<file path="config.mk">
export PLATFORM = sky130hd
export DESIGN_NAME = crt_timing_generator
export DESIGN_NICKNAME = d
export VERILOG_FILES = /design/src/rtl/crt_timing_pkg.sv /design/src/rtl/crt_pixel_tick.sv /design/src/rtl/crt_timing_generator.sv
export SDC_FILE = /design/constraint.sdc
export NUM_CORES = 1
export LEC_CHECK = 0
export CORE_MARGIN = 2
export CORE_UTILIZATION = 37
export CTS_CLUSTER_SIZE = 14
export DETAILED_ROUTE_END_ITERATION = 8
export DONT_BUFFER_PORTS = 1
export HOLD_SLACK_MARGIN = 0.03
export PLACE_DENSITY = 0.56
export SLEW_MARGIN = 20
export SYNTH_ARGS = -nofsm -noshare
export SYNTH_HDL_FRONTEND = slang
export SYNTH_SLANG_ARGS = --single-unit
</file>
<file path="constraint.sdc">
create_clock -name Clock -period 6.5 [get_ports Clock]
set_input_delay 0.975 -clock Clock [delete_from_list [all_inputs] [get_ports Clock]]
set_output_delay 0.975 -clock Clock [all_outputs]
set_load 0.01 [all_outputs]
</file>
<file path="src/rtl/crt_timing_pkg.sv">
// Shared CRT timing constants: 640x480@60 defaults, a small simulation profile, sync polarities.
package crt_timing_pkg;

  localparam int DEF_X   = 640;
  localparam int DEF_HFP = 16;
  localparam int DEF_HSP = 96;
  localparam int DEF_HBP = 48;
  localparam int DEF_Y   = 480;
  localparam int DEF_VFP = 10;
  localparam int DEF_VSP = 2;
  localparam int DEF_VBP = 33;

  // Reduced profile: 12 clocks per line, 10 lines per frame.
  localparam int SIM_X   = 8;
  localparam int SIM_HFP = 1;
  localparam int SIM_HSP = 2;
  localparam int SIM_HBP = 1;
  localparam int SIM_Y   = 4;
  localparam int SIM_VFP = 2;
  localparam int SIM_VSP = 1;
  localparam int SIM_VBP = 3;

  localparam logic SYNC_ACTIVE_LOW  = 1'b0;
  localparam logic SYNC_ACTIVE_HIGH = 1'b1;

endpackage

</file>
<file path="src/rtl/crt_pixel_tick.sv">
// Fractional divider: phase accumulator producing a one-clock pixel enable at CRT/System rate.
module crt_pixel_tick #(
  parameter int SystemClockSize = 10
) (
  input  logic                       Clock,
  input  logic                       Reset,
  input  logic [SystemClockSize-1:0] SystemClockFreq,
  input  logic [SystemClockSize-1:0] CRTClockFreq,
  output logic                       tick_o
);

  localparam int AW = SystemClockSize + 1;

  logic [AW-1:0] acc_q, acc_d;
  logic [AW:0]   sum;
  logic [AW:0]   sys_ext;

  assign sys_ext = {2'b00, SystemClockFreq};
  assign sum     = {1'b0, acc_q} + {2'b00, CRTClockFreq};

  // A zero increment never ticks, even if a lowered SystemClockFreq left acc above it.
  always_comb begin
    tick_o = (CRTClockFreq != '0) && (sum >= sys_ext);
    acc_d  = tick_o ? AW'(sum - sys_ext) : AW'(sum);
  end

  always_ff @(posedge Clock or negedge Reset) begin
    if (!Reset) begin
      acc_q <= '0;
    end else begin
      acc_q <= acc_d;
    end
  end

endmodule

</file>
<file path="src/rtl/crt_timing_generator.sv">
// Programmable CRT sync/coordinate generator; timing shadowed and swapped at each frame wrap.
module crt_timing_generator
  import crt_timing_pkg::*;
#(
  parameter int   ResolutionSize  = 10,
  parameter int   SystemClockSize = 10,
  parameter logic HSyncActive     = SYNC_ACTIVE_LOW,
  parameter logic VSyncActive     = SYNC_ACTIVE_LOW,
  parameter int   DefX            = DEF_X,
  parameter int   DefY            = DEF_Y,
  parameter int   DefHFP          = DEF_HFP,
  parameter int   DefHSP          = DEF_HSP,
  parameter int   DefHBP          = DEF_HBP,
  parameter int   DefVFP          = DEF_VFP,
  parameter int   DefVSP          = DEF_VSP,
  parameter int   DefVBP          = DEF_VBP
) (
  input  logic                       Clock,
  input  logic                       Reset,
  input  logic [SystemClockSize-1:0] SystemClockFreq,
  input  logic [SystemClockSize-1:0] CRTClockFreq,
  input  logic [ResolutionSize-1:0]  Xresolution,
  input  logic [ResolutionSize-1:0]  Yresolution,
  input  logic [ResolutionSize-1:0]  hFrontPorch,
  input  logic [ResolutionSize-1:0]  hSynchPulse,
  input  logic [ResolutionSize-1:0]  hBackPorch,
  input  logic [ResolutionSize-1:0]  vFrontPorch,
  input  logic [ResolutionSize-1:0]  vSynchPulse,
  input  logic [ResolutionSize-1:0]  vBackPorch,
  output logic                       hsync,
  output logic                       vsync,
  output logic [ResolutionSize-1:0]  xpos,
  output logic [ResolutionSize-1:0]  ypos,
  output logic                       ActiveVideo,
  output logic                       LineEnd,
  output logic                       FrameEnd,
  output logic                       PixelClock
);

  localparam int RS = ResolutionSize;

  typedef struct packed {
    logic [RS-1:0] x, hfp, hsp, hbp, y, vfp, vsp, vbp;
  } timing_t;

  localparam timing_t DEF_TIMING = '{x: RS'(DefX), hfp: RS'(DefHFP), hsp: RS'(DefHSP),
                                     hbp: RS'(DefHBP), y: RS'(DefY), vfp: RS'(DefVFP),
                                     vsp: RS'(DefVSP), vbp: RS'(DefVBP)};

  timing_t       timing_in, shadow_q, shadow_d;
  logic          tick;
  logic [RS-1:0] x_q, x_d, y_q, y_d;
  logic [RS-1:0] htot, vtot, hs_lo, vs_lo;
  logic          line_end, frame_end, hs_d, vs_d, av_d;
  logic          hs_q, vs_q, av_q, le_q, fe_q, pix_q;

  assign timing_in = '{x: Xresolution, hfp: hFrontPorch, hsp: hSynchPulse, hbp: hBackPorch,
                       y: Yresolution, vfp: vFrontPorch, vsp: vSynchPulse, vbp: vBackPorch};

  crt_pixel_tick #(.SystemClockSize(SystemClockSize)) u_pixel_tick (
    .Clock           (Clock),
    .Reset           (Reset),
    .SystemClockFreq (SystemClockFreq),
    .CRTClockFreq    (CRTClockFreq),
    .tick_o          (tick)
  );

  assign htot  = shadow_q.x + shadow_q.hfp + shadow_q.hsp + shadow_q.hbp;
  assign vtot  = shadow_q.y + shadow_q.vfp + shadow_q.vsp + shadow_q.vbp;
  assign hs_lo = shadow_q.x + shadow_q.hfp;
  assign vs_lo = shadow_q.y + shadow_q.vfp;

  // Wrap on >= so an overflowed or reprogrammed total can never strand the counters.
  always_comb begin
    x_d       = x_q;
    y_d       = y_q;
    shadow_d  = shadow_q;
    line_end  = 1'b0;
    frame_end = 1'b0;
    if (tick) begin
      if (x_q >= htot - RS'(1)) begin
        x_d      = '0;
        line_end = 1'b1;
        if (y_q >= vtot - RS'(1)) begin
          y_d       = '0;
          frame_end = 1'b1;
          shadow_d  = timing_in;
        end else begin
          y_d = y_q + RS'(1);
        end
      end else begin
        x_d = x_q + RS'(1);
      end
    end
  end

  always_comb begin
    hs_d = ((x_d >= hs_lo) && (x_d < hs_lo + shadow_q.hsp)) ? HSyncActive : ~HSyncActive;
    vs_d = ((y_d >= vs_lo) && (y_d < vs_lo + shadow_q.vsp)) ? VSyncActive : ~VSyncActive;
    av_d = (x_d < shadow_q.x) && (y_d < shadow_q.y);
  end

  always_ff @(posedge Clock or negedge Reset) begin
    if (!Reset) begin
      x_q      <= '0;
      y_q      <= '0;
      shadow_q <= DEF_TIMING;
      hs_q     <= ~HSyncActive;
      vs_q     <= ~VSyncActive;
      av_q     <= 1'b0;
      le_q     <= 1'b0;
      fe_q     <= 1'b0;
      pix_q    <= 1'b0;
    end else begin
      shadow_q <= shadow_d;
      le_q     <= line_end;
      fe_q     <= frame_end;
      pix_q    <= tick;
      if (tick) begin
        x_q  <= x_d;
        y_q  <= y_d;
        hs_q <= hs_d;
        vs_q <= vs_d;
        av_q <= av_d;
      end
    end
  end

  assign xpos        = x_q;
  assign ypos        = y_q;
  assign hsync       = hs_q;
  assign vsync       = vs_q;
  assign ActiveVideo = av_q;
  assign LineEnd     = le_q;
  assign FrameEnd    = fe_q;
  assign PixelClock  = pix_q;

endmodule

</file>
## Yosys cells after proc, flatten, opt, wreduce, memory -nomap -nowiden

Index checks and enable logic that the tools add are counted.

| storage, ports and cells | value |
|---|---|
| input port bits | 102 |
| logic and storage cells | 57 |
| flip-flop bits (word level) | 117 |
| output and inout port bits | 26 |

| operators by class | value |
|---|---|
| magnitude comparators | 9 |
| muxes and demuxes | 13 |
| $add $sub $neg | 12 |
| reduce and logical (&&, ||, !) cells | 6 |

Operators with widths:

| cell | number |
|---|---|
| adder 10 bit | 6 |
| two-way mux 10 bit | 5 |
| greater-or-equal comparator 10 bit | 4 |
| < comparator 10 bit | 4 |
| adder 10 x 1 -> 10 bit (second input constant) | 2 |
| subtractor 10 x 1 -> 10 bit (second input constant) | 2 |
| adder 11 x 10 -> 12 bit | 1 |
| greater-or-equal comparator 12 x 10 -> 1 bit | 1 |
| two-way mux 11 bit | 1 |
| subtractor 11 x 10 -> 11 bit | 1 |
| nonzero test 10 bit | 1 |
| two-way mux 1 bit | 7 |
| logical AND 1 bit | 4 |
| AND reduction 3 bit | 1 |

## Depth between registers and ports, before layout

Gate-level depths: netlist of run 1.

| depth | value |
|---|---|
| depth in word-level cells | 11 |
| depth in mapped cells | 38 |
| depth with buffers taken out | 38 |

## By module

From an unflattened synthesis of run 1, not the netlist that was laid out.

| unflattened totals | value |
|---|---|
| cell total of the unflattened synthesis | 1027 |
| area total of the unflattened synthesis | 9788.1 um^2 |

Modules (own cells, without submodules):

| module | cells an instance | times used | area each (um^2) | sequential area each (um^2) |
|---|---|---|---|---|
| crt_timing_generator | 887 | 1 | 8441.8 | 2675.1 |
| crt_pixel_tick | 140 | 1 | 1346.3 | 275.3 |

## Worst setup path before layout of run 1

OpenSTA, ideal clock, no wires.

| timing path | value |
|---|---|
| path type | register to register |
| start | register shadow_q[61] in the netlist's numbering |
| end | register av_q (netlist: ActiveVideo) |
| stages on the path, launching flop included | 36 |
| library setup time | 0.068 ns |
| path slack | -0.038 ns |
| clock period less this slack | 6.538 ns |
| path buffers | 0 |
| arrival | 6.470 ns |
| data required time | 6.432 ns |
| cells stage by stage | dfrtp_1 -> ha_1 -> a21o_1 -> a21oi_2 -> o21ai_1 -> or2_2 -> xor2_1 -> ha_1 -> a21oi_1 -> nand2_1 -> a21o_1 -> a21oi_1 -> xor2_1 -> ha_1 -> inv_1 -> ha_1 -> a21oi_1 -> o21ai_0 -> xnor2_1 -> xnor2_1 -> ha_1 -> nand4_1 -> o21ai_0 -> nand2_1 -> inv_1 -> nand4_1 -> xor2_1 -> nor2_1 -> ha_1 -> nor2b_1 -> o21ai_0 -> nand2_1 -> a2111oi_0 -> o21ai_0 -> nor3_1 -> a32o_1 |

| on the way | value |
|---|---|
| word-level cells in the longest chain between the ends | 9 |
| elaborated cells between the ends (all ways) | 12 |
| those cells by class | add/sub: 4; order compare: 3; mux: 4; reduce/logical: 1 |

Ends and longest elaborated chain:

| item | line | source |
|---|---|---|
| start, declared | crt_timing_generator.sv:50 | `timing_t timing_in, shadow_q, shadow_d;` |
| start signal, assigned | crt_timing_generator.sv:115 | `shadow_q <= shadow_d;` |
| adder 10 bit (3 in series) | crt_timing_generator.sv:68 | `assign htot = shadow_q.x + shadow_q.hfp + shadow_q.hsp + shadow_q.hbp;` |
| subtractor 10 x 1 -> 10 bit | crt_timing_generator.sv:81 | `if (x_q >= htot - RS'(1)) begin` |
| greater-or-equal comparator 10 bit | crt_timing_generator.sv:81 |  |
| two-way mux 10 bit | crt_timing_generator.sv:81 |  |
| two-way mux 10 bit | crt_timing_generator.sv:80 | `if (tick) begin` |
| net y_d[8] | crt_timing_generator.sv:52 | `logic [RS-1:0] x_q, x_d, y_q, y_d;` |
| < comparator 10 bit | crt_timing_generator.sv:100 | `av_d = (x_d < shadow_q.x) && (y_d < shadow_q.y);` |
| logical AND 1 bit | crt_timing_generator.sv:100 |  |
| end signal, assigned | crt_timing_generator.sv:124 | `av_q <= av_d;` |
| end, declared | crt_timing_generator.sv:55 | `logic hs_q, vs_q, av_q, le_q, fe_q, pix_q;` |

The timed path passes the listed nets, and every way through them passes these cells.
A chain may end at the register's enable or synchronous reset.

## Worst setup path after layout of run 1

| timing path | value |
|---|---|
| start | register shadow_q[60] in the netlist's numbering |
| end | register hs_q (netlist: hsync) |

| on the way | value |
|---|---|
| word-level cells in the longest chain between the ends | 10 |
| elaborated cells between the ends (all ways) | 11 |
| those cells by class | add/sub: 4; order compare: 3; mux: 3; reduce/logical: 1 |

Ends and longest elaborated chain:

| item | line | source |
|---|---|---|
| adder 10 bit (*) (3 in series) | crt_timing_generator.sv:68 |  |
| subtractor 10 x 1 -> 10 bit (*) | crt_timing_generator.sv:81 |  |
| greater-or-equal comparator 10 bit (*) | crt_timing_generator.sv:81 |  |
| two-way mux 10 bit (*) | crt_timing_generator.sv:81 |  |
| two-way mux 10 bit (*) | crt_timing_generator.sv:80 |  |
| net x_d[3] | crt_timing_generator.sv:52 |  |
| greater-or-equal comparator 10 bit / < comparator 10 bit (equally long branches) | crt_timing_generator.sv:98 | `hs_d = ((x_d >= hs_lo) && (x_d < hs_lo + shadow_q.hsp)) ? HSyncActive : ~HSyncActive;` |
| logical AND 1 bit (*) | crt_timing_generator.sv:98 |  |
| two-way mux 1 bit (*) | crt_timing_generator.sv:98 |  |
| end signal, assigned | crt_timing_generator.sv:108 | `hs_q <= ~HSyncActive;` |
| end signal, assigned | crt_timing_generator.sv:122 | `hs_q <= hs_d;` |
| end, declared | crt_timing_generator.sv:55 |  |

Mark *: on every way through the listed nets, which the timed path passes. The rest lies on a longest branch.

==> results of run 1 <==
sequential cells by signal, summed over array words and instances, names as in the netlist:
| register | count |
|---|---|
| ActiveVideo | 1 |
| shadow_q | 80 |
| vsync | 1 |
| xpos | 10 |
| ypos | 10 |
| LineEnd | 1 |
| hsync | 1 |
| u_pixel_tick.acc_q | 11 |
| PixelClock | 1 |
| FrameEnd | 1 |
where the power goes:
part | switching (mW) | total, mW | internal [mW]
Clock | 0.407 | 0.982 | 0.575
Sequential | 0.0874 | 0.897 | 0.809
Combinational | 0.827 | 1.58 | 0.749
Total | 1.32 | 3.46 | 2.13
worst max-delay path, delay by kind of cell, from the launching register on:
family,cells,cell delay (ns)
compound gates,18,2.71
fa+ha+maj,6,1.66
buf+inv,8,0.90
xor+xnor,3,0.46
flops,1,0.39
simple gates,4,0.35
cell families after synthesis:
group,count (synthesis),synth area share (%)
flops,117,30.1
fa+ha+maj,176,23.1
xor+xnor,75,6.71
simple gates,213,10.2
mux,48,7.17
compound gates,255,16.1
buf+inv,149,6.58
worst max-delay path by stage:
stage,from,to,slack (ns),cells past startpoint
finish,shadow_q[60],hsync,-0.07,39
global route,shadow_q[60],vsync,-0.41,40
CTS,shadow_q[70],ActiveVideo,0.002,37
detailed placement,shadow_q[61],hsync,-0.82,33
global placement,shadow_q[61],hsync,-0.76,33
floorplan,shadow_q[21],ActiveVideo,0.07,35
cell usage after synthesis (4+ instances only):
cell type	count	area share, %
buf_4	4	0.31
mux2_2	5	0.58
o21ai_1	22	1.1
and3_1	10	0.64
a21oi_1	57	2.9
clkbuf_1	4	0.15
nand4_1	15	0.96
dfstp_2	18	4.8
a31oi_1	4	0.26
ha_1	168	21
dfrtp_1	99	25
o21bai_1	12	0.92
xnor2_1	41	3.7
nor2_1	51	2.0
a21o_1	40	3.1
inv_1	129	4.9
nor2b_1	12	0.77
mux2_4	43	6.6
fa_1	8	1.6
buf_6	9	1.0
o211ai_1	4	0.31
nand3_1	20	1.0
nand2_1	75	2.9
o31ai_1	8	0.61
a211oi_1	6	0.46
nor3_1	6	0.31
xor2_1	34	3.0
nand2b_1	9	0.58
o21ai_0	73	3.7
timing repair:
action	4_1_cts	5_1_grt
endpoints found under the setup margin	37	39
hold buffers	0	0
buffers inserted	26	20
pin swaps	56	102
gates cloned	0	0
gates resized for setup	91	107
metal layers:
metal / vias to the layer above / wire length, um / track usage (%)
met4: 0 / 396 / 5.85
li1: 3970 / - / -
met5: - / 0 / 0
met1: 3795 / 12400 / 24.9
met2: 128 / 11800 / 29.4
met3: 28 / 1180 / 3.99
metrics by stage:
step	power, mW	worst slack, ns	cell area [um2]	util (%)	hold WS [ns]
global placement	2.31	-0.758	11100	42.8	0.487
finish	3.46	-0.0716	13000	49.9	0.250
detailed placement	2.34	-0.818	11100	42.8	0.499
global route	3.72	-0.406	13000	49.9	0.226
CTS	3.40	0.00183	12300	47.3	0.228
floorplan	1.95	0.0744	9790	-	0.464
layout make-up:
type                            instances  area, um2  share of cell area, %
Clock buffer                           17        425                   3.28
Sequential cell                       117       2950                   22.7
Clock inverter                         15        170                   1.31
Timing Repair Buffer                  184       1430                   11.0
Tap cell                              335        419                   3.23
Multi-Input combinational cell        767       7090                   54.6
Inverter                              130        490                   3.78
layout by cell type, fill, tap and decap left out, types with 10 or more instances in the layout:
master and n:
a21oi_1 30, a21oi_2 26, dfrtp_1 99, nor2b_1 11, buf_6 10, dfstp_2 18
xnor2_1 33, nand2_1 66, xor2_2 11, xor2_1 20, buf_4 173, clkbuf_16 17
o21ai_0 47, nor2_1 41, o21ai_1 36, ha_4 20, nand3_1 18, nand4_1 15
ha_1 145, o21ai_2 10, o21bai_1 12, a21o_1 40, inv_1 120, mux2_4 43
==> flow_metrics.py, run 1 <==
metrics = {
    "placed_design": {
        "port_buffers": 0,
        "hpwl_um": 19200,
        "place_congestion": 0.825,
        "dp.cells": 1489,
    },
    "drt": {
        "vias_per_cell": 5.06,
        "wl_um": 25800,
        "first_pass_iters": 4,
        "drt-wirelength-per-cell_um": 16.5,
        "postRouteAntennaNets": 0,
        "vias": 7921,
        "drtIter0Drc": 309,
        "drc_errors": 0,
    },
    "die": {
        "start_util_pct": 37.7,
        "fp.dieArea_mm2": 0.0278,
        "fp-row-count": 59,
        "die_y_um": 167,
        "die_x_um": 167,
        "coreArea_mm2": 0.0260,
        "io_pins": 128,
    },
    "yosys": {
        "async_flop_share_pct": 100,
        "synth_fp_nets": 1311,
        "synth_edf_count": 0,
        "yosys_register_bits": 117,
        "synth_seq_area_share_pct": 30.1,
        "ys_warn_count": 0,
        "syn_inst": 1033,
        "ys.flop_type": "dfrtp_1",
        "yosysUniqueCellTypes": 57,
        "synth.cell_area_mm2": 0.00979,
        "synth_area_per_cell_um2": 9.48,
    },
    "critical_path": {
        "reg2regPathDepth": 39,
        "worstPathRequired_ns": 6.84,
        "r2r_start": "shadow_q[60]",
        "path_max_fanout": 5,
        "max_stage_delay_ns": 0.39,
        "path_common_cell": "a21o_1",
        "worstPathArrival_ns": 6.91,
        "worst-setup-path-type": "flop to flop",
        "start_kind": "flop",
        "r2r-end": "hsync",
        "endpoint_kind": "flop",
        "rrSetupSlack_ns": -0.07,
        "cpMaxStageDelayCell": "dfrtp_1",
    },
    "timing": {
        "rsz0062_at_grt": "yes",
        "fin_skew_ns": 0.0133,
        "tns_ns": -0.167,
        "fin_crit_sh_pct": 101,
        "maxSlewViolCount": 0,
        "relSlewSlack_pct": 69.1,
        "finalHoldViolations": 0,
        "worst_slack_ns": -0.0716,
        "setup_violations": 3,
        "finalCriticalPeriod_ns": 6.57,
        "worst_pin_slew_ns": 0.461,
        "timing.fmax_ghz": 0.152,
    },
    "min_path": {
        "hold_class": "primary input to asynchronous set/reset pin",
    },
    "global_route": {
        "grt_antenna_before_repair": 0,
        "track_usage_pct": 18.4,
        "grt_overflow": 0,
        "grt_pass1_wl_um": 41100,
        "grt_start_max_net_pins": 118,
        "grt_pass1_vias": 8095,
    },
    "final_layout": {
        "diodes": 0,
        "final_cells": 1565,
        "areaGrowthSynthToFinish_pct": 32.5,
        "drive_gt1_share_pct": 34.8,
        "fill_cells": 2406,
        "layout.nets": 1495,
    },
    "run_status": {
        "violations": "negative setup slack",
        "status": "finished, violations left",
    },
    "clock_network": {
        "clkSlewWorstSetupHoldPaths_ns": 0.07,
        "cts_tree": "done",
        "cts_max_path_buffers": 2,
        "numClockSinks": 117,
        "ctsRootBufferMaster": "clkbuf_16",
        "cts_buffers": 17,
        "worstSkewPairLatency_ns": 0.43,
        "h-tree-depth": 4,
    },
    "power_and_ir_drop": {
        "power_density_mw_per_mm2": 266,
        "leakagePower_nw": 6.53,
        "peakVddDrop_v": 0.000224,
    },
    "flow_run": {
        "cap_violations": 0,
    },
}
(Power assumes the default switching activity.)
==> run 2, diff against run 1 <==
==> constraint.sdc (replaced) <==
create_clock -name Clock -period 6.5 [get_ports Clock]
set_input_delay 0.975 -clock Clock [delete_from_list [all_inputs] [get_ports Clock]]
set_output_delay 0.975 -clock Clock [all_outputs]
set_load 0.02 [all_outputs]
==> run 2 against run 1 <==
Against the previous run: the flow still finishes with violations (negative setup slack); setup slack better by 0.053 ns; non-clock buffer count decreased by 17; power is 0.88% higher; via count is 2.4% lower; first-iteration DRC count up 1.3%; clock power increased by 7%; sequential power rose by 2%; die area unchanged; critical path depth is 7 lower; largest power group unchanged.
==> flow_metrics.py, run 2 (synthesis results as in run 1) <==
metrics = {
    "run_status": {
        "status": "finished, violations left",
        "violations": "negative setup slack",
    },
    "flow_run": {
        "cap_violations": 0,
    },
    "timing": {
        "worst_slack_ns": -0.0182,
        "finalCriticalPeriod_ns": 6.52,
        "fin_crit_sh_pct": 100,
        "setup_violations": 1,
        "rsz0062_at_grt": "yes",
        "fin_skew_ns": 0.0120,
        "hold_slack_ns": 0.254,
        "maxSlewViolCount": 0,
        "worst_pin_slew_ns": 0.957,
        "tns_ns": -0.0182,
        "relSlewSlack_pct": 36.2,
        "timing.fmax_ghz": 0.153,
        "finalHoldViolations": 0,
    },
    "global_route": {
        "grt_pass1_wl_um": 39900,
        "grt_antenna_before_repair": 1,
        "grt_pass1_vias": 7764,
        "grt_overflow": 0,
        "grt_start_max_net_pins": 118,
        "track_usage_pct": 17.9,
    },
    "die": {
        "io_pins": 128,
        "fp-row-count": 59,
        "die_x_um": 167,
        "start_util_pct": 37.7,
        "coreArea_mm2": 0.0260,
        "fp.dieArea_mm2": 0.0278,
        "die_y_um": 167,
    },
    "drt": {
        "drt-wirelength-per-cell_um": 16.1,
        "postRouteAntennaNets": 0,
        "drc_errors": 0,
        "wl_um": 24900,
        "drtIter0Drc": 313,
        "first_pass_iters": 4,
        "vias_per_cell": 4.99,
        "vias": 7729,
    },
    "final_layout": {
        "final_area_mm2": 0.0127,
        "final_cell_mix": "buf_4, ha_1, inv_1",
        "final_cells": 1549,
        "drive_gt1_share_pct": 32.4,
        "largest_reg_flops": 80,
        "utilization_pct": 48.9,
        "layout_commonest_cell": "buf_4",
        "areaGrowthSynthToFinish_pct": 29.9,
        "largestRegisters": "shadow_q: 80 flops, u_pixel_tick.acc_q: 11 flops",
        "regMostFlops": "shadow_q",
        "layout.nets": 1478,
    },
    "power_and_ir_drop": {
        "pwr-share-seq_pct": 26.3,
        "power_density_mw_per_mm2": 274,
        "peakVddDrop_v": 0.000202,
        "combinationalPowerShare_pct": 43.5,
        "p_switching_mw": 1.30,
        "internal-power_mw": 2.19,
        "switching_share_pct": 37.1,
        "leakagePower_nw": 6.44,
        "p_clk_share_pct": 30.2,
    },
    "placed_design": {
        "dp.cells": 1485,
        "place_congestion": 0.833,
        "port_buffers": 0,
        "hpwl_um": 19000,
        "dpl-instance-area_mm2": 0.0111,
    },
    "critical_path": {
        "cpMaxStageDelayCell": "fa_2",
        "path_common_cell": "a21o_1",
        "worstPathRequired_ns": 6.83,
        "worst-setup-path-type": "flop to flop",
        "rrSetupSlack_ns": -0.02,
        "max_stage_delay_ns": 0.55,
        "r2r-end": "hsync",
        "worstPathArrival_ns": 6.85,
        "start_kind": "flop",
        "path_max_fanout": 4,
        "r2r_start": "shadow_q[60]",
        "reg2regPathDepth": 32,
        "endpoint_kind": "flop",
    },
    "clock_network": {
        "h-tree-depth": 4,
        "ctsRootBufferMaster": "clkbuf_16",
        "numClockSinks": 117,
        "worstSkewPairLatency_ns": 0.42,
        "cts_tree": "done",
        "cts_buffers": 17,
        "cts_max_path_buffers": 2,
        "clkSlewWorstSetupHoldPaths_ns": 0.07,
    },
    "min_path": {
        "hold_class": "primary input to asynchronous set/reset pin",
    },
}
run 2: changes by cell type in the layout (fill, tap and decap cells not counted), sizes merged, moves of 2 or more:
cell	delta
clkinv	-2
buf	-17
bufinv	+2
inv	-3
clkbuf	+2
run 2: cell type report:
type | count | area (um2)
fill | 2392 | 13300
multi-input combinational | 767 | 6930
sequential | 117 | 2950
timing repair buffer | 167 | 1280
inverter | 130 | 488
clock buffer | 19 | 453
tap | 335 | 419
clock inverter | 13 | 195
antenna | 1 | 2.50
run 2: worst max-delay path by stage:
stage | from | to | cells past startpoint | slack (ns)
after floorplan | shadow_q[21] | ActiveVideo | 35 | 0.07
after global placement | shadow_q[61] | hsync | 33 | -0.53
after detailed placement | shadow_q[70] | hsync | 34 | -0.62
after CTS | shadow_q[70] | hsync | 36 | -0.01
after global routing | shadow_q[70] | hsync | 36 | -0.40
final | shadow_q[60] | hsync | 32 | -0.02
run 2: critical path, delay by kind of cell (launching register included):
family / cells / cell delay [ns]
adder cells (fa/ha/maj): 7 / 2.02
flip-flops: 1 / 0.35
XOR/XNOR: 2 / 0.36
buffers and inverters: 5 / 0.45
AO/OA/AOI/OAI: 15 / 2.60
AND/OR/NAND/NOR: 3 / 0.66
run 2: metrics by stage:
step	power [mW]	worst slack [ns]
finish	3.49	-0.0182
global route	3.74	-0.402
CTS	3.46	-0.0139
detailed placement	2.35	-0.616
global placement	2.32	-0.534
floorplan	1.97	0.0744
run 2: power by group through the flow:
| stage | Sequential, mW | Clock (mW) | Combinational, mW |
|---|---|---|---|
| 3_3_place_gp | 0.926 | 0 | 1.39 |
| 6_report | 0.916 | 1.05 | 1.52 |
| 4_1_cts | 0.915 | 1.08 | 1.47 |
| 5_1_grt | 0.927 | 1.11 | 1.70 |
| 2_1_floorplan | 0.895 | 0 | 1.07 |
| 3_5_place_dp | 0.927 | 0 | 1.42 |
run 2: metal layers:
metal	vias up	track usage, %	part of all wire (%)
met3	18	3.26	4.7
li1	3937	-	-
met4	0	4.39	1.1
met1	3641	25.1	48
met2	133	28.8	46
met5	-	0	0
run 2: what timing repair did:
action	in CTS	in global routing
setup buffers	18	14
endpoints found under the setup margin	3	4
gates resized for setup	87	74
hold buffers	0	0
pin swaps	59	80
==> run 3, diff against run 2 <==
--- a/config.mk
+++ b/config.mk
@@ -5,13 +5,16 @@
 export SDC_FILE = /design/constraint.sdc
 export NUM_CORES = 1
 export LEC_CHECK = 0
+export ABC_CLOCK_PERIOD_IN_PS = 6500
+export CELL_PAD_IN_SITES_DETAIL_PLACEMENT = 0
+export CELL_PAD_IN_SITES_GLOBAL_PLACEMENT = 1
 export CORE_MARGIN = 2
 export CORE_UTILIZATION = 37
 export CTS_CLUSTER_SIZE = 14
 export DETAILED_ROUTE_END_ITERATION = 8
 export DONT_BUFFER_PORTS = 1
 export HOLD_SLACK_MARGIN = 0.03
-export PLACE_DENSITY = 0.56
+export PLACE_DENSITY = 0.68
 export SLEW_MARGIN = 20
 export SYNTH_ARGS = -nofsm -noshare
 export SYNTH_HDL_FRONTEND = slang
==> run 3 against run 2 <==
Against the previous run: the run now ends clean; global-route usage rose by 0.77 points; clock-buffer cell count rose by 4; non-clock buffer count rose by 24; sequential share of layout area fell by 0.62 points; sequential power barely moved; utilization rose by 1.3 points; clock power barely moved; die area did not move; combinational power barely moved; first-iteration DRC count rose by 1.9%; worst hold slack improved by 0.0049 ns.
==> flow_metrics.py, run 3 (synthesis results as in run 1) <==
metrics = {
    "critical_path": {
        "start_kind": "flop",
        "worstPathRequired_ns": 6.83,
        "cp_top_family": "compound AO/OA/AOI/OAI gates",
        "crit_buf_inv": 5,
        "cpMaxStageDelayCell": "or4_4",
        "worstPathArrival_ns": 6.81,
        "max_stage_delay_ns": 0.45,
        "endpoint_kind": "flop",
        "path_max_fanout": 4,
        "worst-setup-path-type": "flop to flop",
    },
    "drt": {
        "drt-wirelength-per-cell_um": 16.6,
        "wl_met1_um": 12600,
        "drtIter0Drc": 319,
        "top_layer": "met4",
        "vias": 7962,
        "met2_wirelength_um": 12200,
        "wl_um": 26200,
        "wl_met3_um": 1140,
        "drc_errors": 0,
        "first_pass_iters": 5,
        "postRouteAntennaNets": 0,
        "vias_per_cell": 5.06,
    },
    "placed_design": {
        "post-place-ws_ns": -0.526,
        "port_buffers": 0,
        "dpl-instance-area_mm2": 0.0112,
        "place_congestion": 0.804,
        "dp.cells": 1503,
        "hpwl_um": 19600,
    },
    "clock_network": {
        "cts_buffers": 17,
        "cts_tree": "done",
        "h-tree-depth": 4,
        "clkSlewWorstSetupHoldPaths_ns": 0.06,
        "numClockSinks": 117,
        "ctsRootBufferMaster": "clkbuf_16",
        "worstSkewPairLatency_ns": 0.42,
        "cts_max_path_buffers": 2,
    },
    "power_and_ir_drop": {
        "leakagePower_nw": 6.61,
        "power_density_mw_per_mm2": 265,
        "peakVddDrop_v": 0.000214,
    },
    "global_route": {
        "grt_pass1_wl_um": 41700,
        "track_usage_pct": 18.7,
        "grt_start_max_net_pins": 118,
        "grt_overflow": 0,
        "grt_pass1_vias": 8160,
        "grt_antenna_before_repair": 1,
    },
    "final_layout": {
        "layout_commonest_cell": "buf_4",
        "final_cell_mix": "buf_4, ha_1, inv_1",
        "final_area_mm2": 0.0131,
        "drive_gt1_share_pct": 35.4,
        "final_cells": 1573,
        "regMostFlops": "shadow_q",
        "fill_cells": 2419,
        "largest_reg_flops": 80,
        "areaGrowthSynthToFinish_pct": 33.5,
        "largestRegisters": "shadow_q: 80 flops, u_pixel_tick.acc_q: 11 flops",
        "layout.nets": 1502,
        "utilization_pct": 50.3,
    },
    "die": {
        "die_y_um": 167,
        "fp-row-count": 59,
        "start_util_pct": 37.7,
        "die_x_um": 167,
        "io_pins": 128,
        "fp.dieArea_mm2": 0.0278,
        "coreArea_mm2": 0.0260,
    },
    "run_status": {
        "status": "finished, final reports clean",
    },
    "flow_run": {
        "cap_violations": 0,
    },
    "timing": {
        "finalCriticalPeriod_ns": 6.48,
        "worst_pin_slew_ns": 0.523,
        "fin_skew_ns": 0.00967,
        "rsz0062_at_grt": "yes",
        "timing.fmax_ghz": 0.154,
        "fin_crit_sh_pct": 99.7,
        "hold_slack_ns": 0.259,
        "finalHoldViolations": 0,
        "setup_violations": 0,
        "relSlewSlack_pct": 65.1,
        "worst_slack_ns": 0.0172,
        "maxSlewViolCount": 0,
    },
    "min_path": {
        "hold_class": "primary input to asynchronous set/reset pin",
    },
}
run 3: timing repair:
item / in CTS / in global routing
pin swaps: 69 / 92
gates resized for setup: 105 / 90
buffers inserted: 21 / 17
endpoints found under the setup margin: 50 / 51
hold buffers: 0 / 0
run 3: layer usage:
metal  track usage [%]  vias to the layer above
met3              4.13                       22
met1              25.4                     3810
li1                  -                     3985
met4              4.87                        0
met2              30.2                      145
met5                 0                        -
run 3: report_power, final:
group | switching [mW] | total, mW | internal, mW
clock network | 0.361 | 1.02 | 0.661
registers | 0.107 | 0.916 | 0.809
logic | 0.799 | 1.52 | 0.720
run 3: final timing paths:
path	to	start	cells past startpoint	slack, ns
min in group Clock	shadow_q[44]	shadow_q[44]	2	0.52
max in group asynchronous	shadow_q[0]	Reset	0	6.00
worst max-delay path	hsync	shadow_q[70]	37	0.02
worst min register to register	shadow_q[44]	shadow_q[44]	2	0.52
worst max register to register	hsync	shadow_q[70]	37	0.02
worst min-delay path	shadow_q[49]	Reset	0	0.26
run 3: per-stage QoR:
step | total power [mW] | TNS (ns)
global route | 3.70 | -2.79
global placement | 2.35 | -3.72
detailed placement | 2.38 | -6.01
CTS | 3.44 | -0.0112
finish | 3.46 | 0
floorplan | 1.97 | 0
run 3: final cells by class:
class | instances | area (um2) | area share (%)
inverter | 130 | 490 | 3.75
clock inverter | 9 | 151 | 1.16
clock buffer | 23 | 468 | 3.58
sequential | 117 | 2950 | 22.6
tap | 335 | 419 | 3.21
antenna | 1 | 2.50 | 0.0192
timing repair buffer | 191 | 1460 | 11.2
multi-input combinational | 767 | 7120 | 54.5
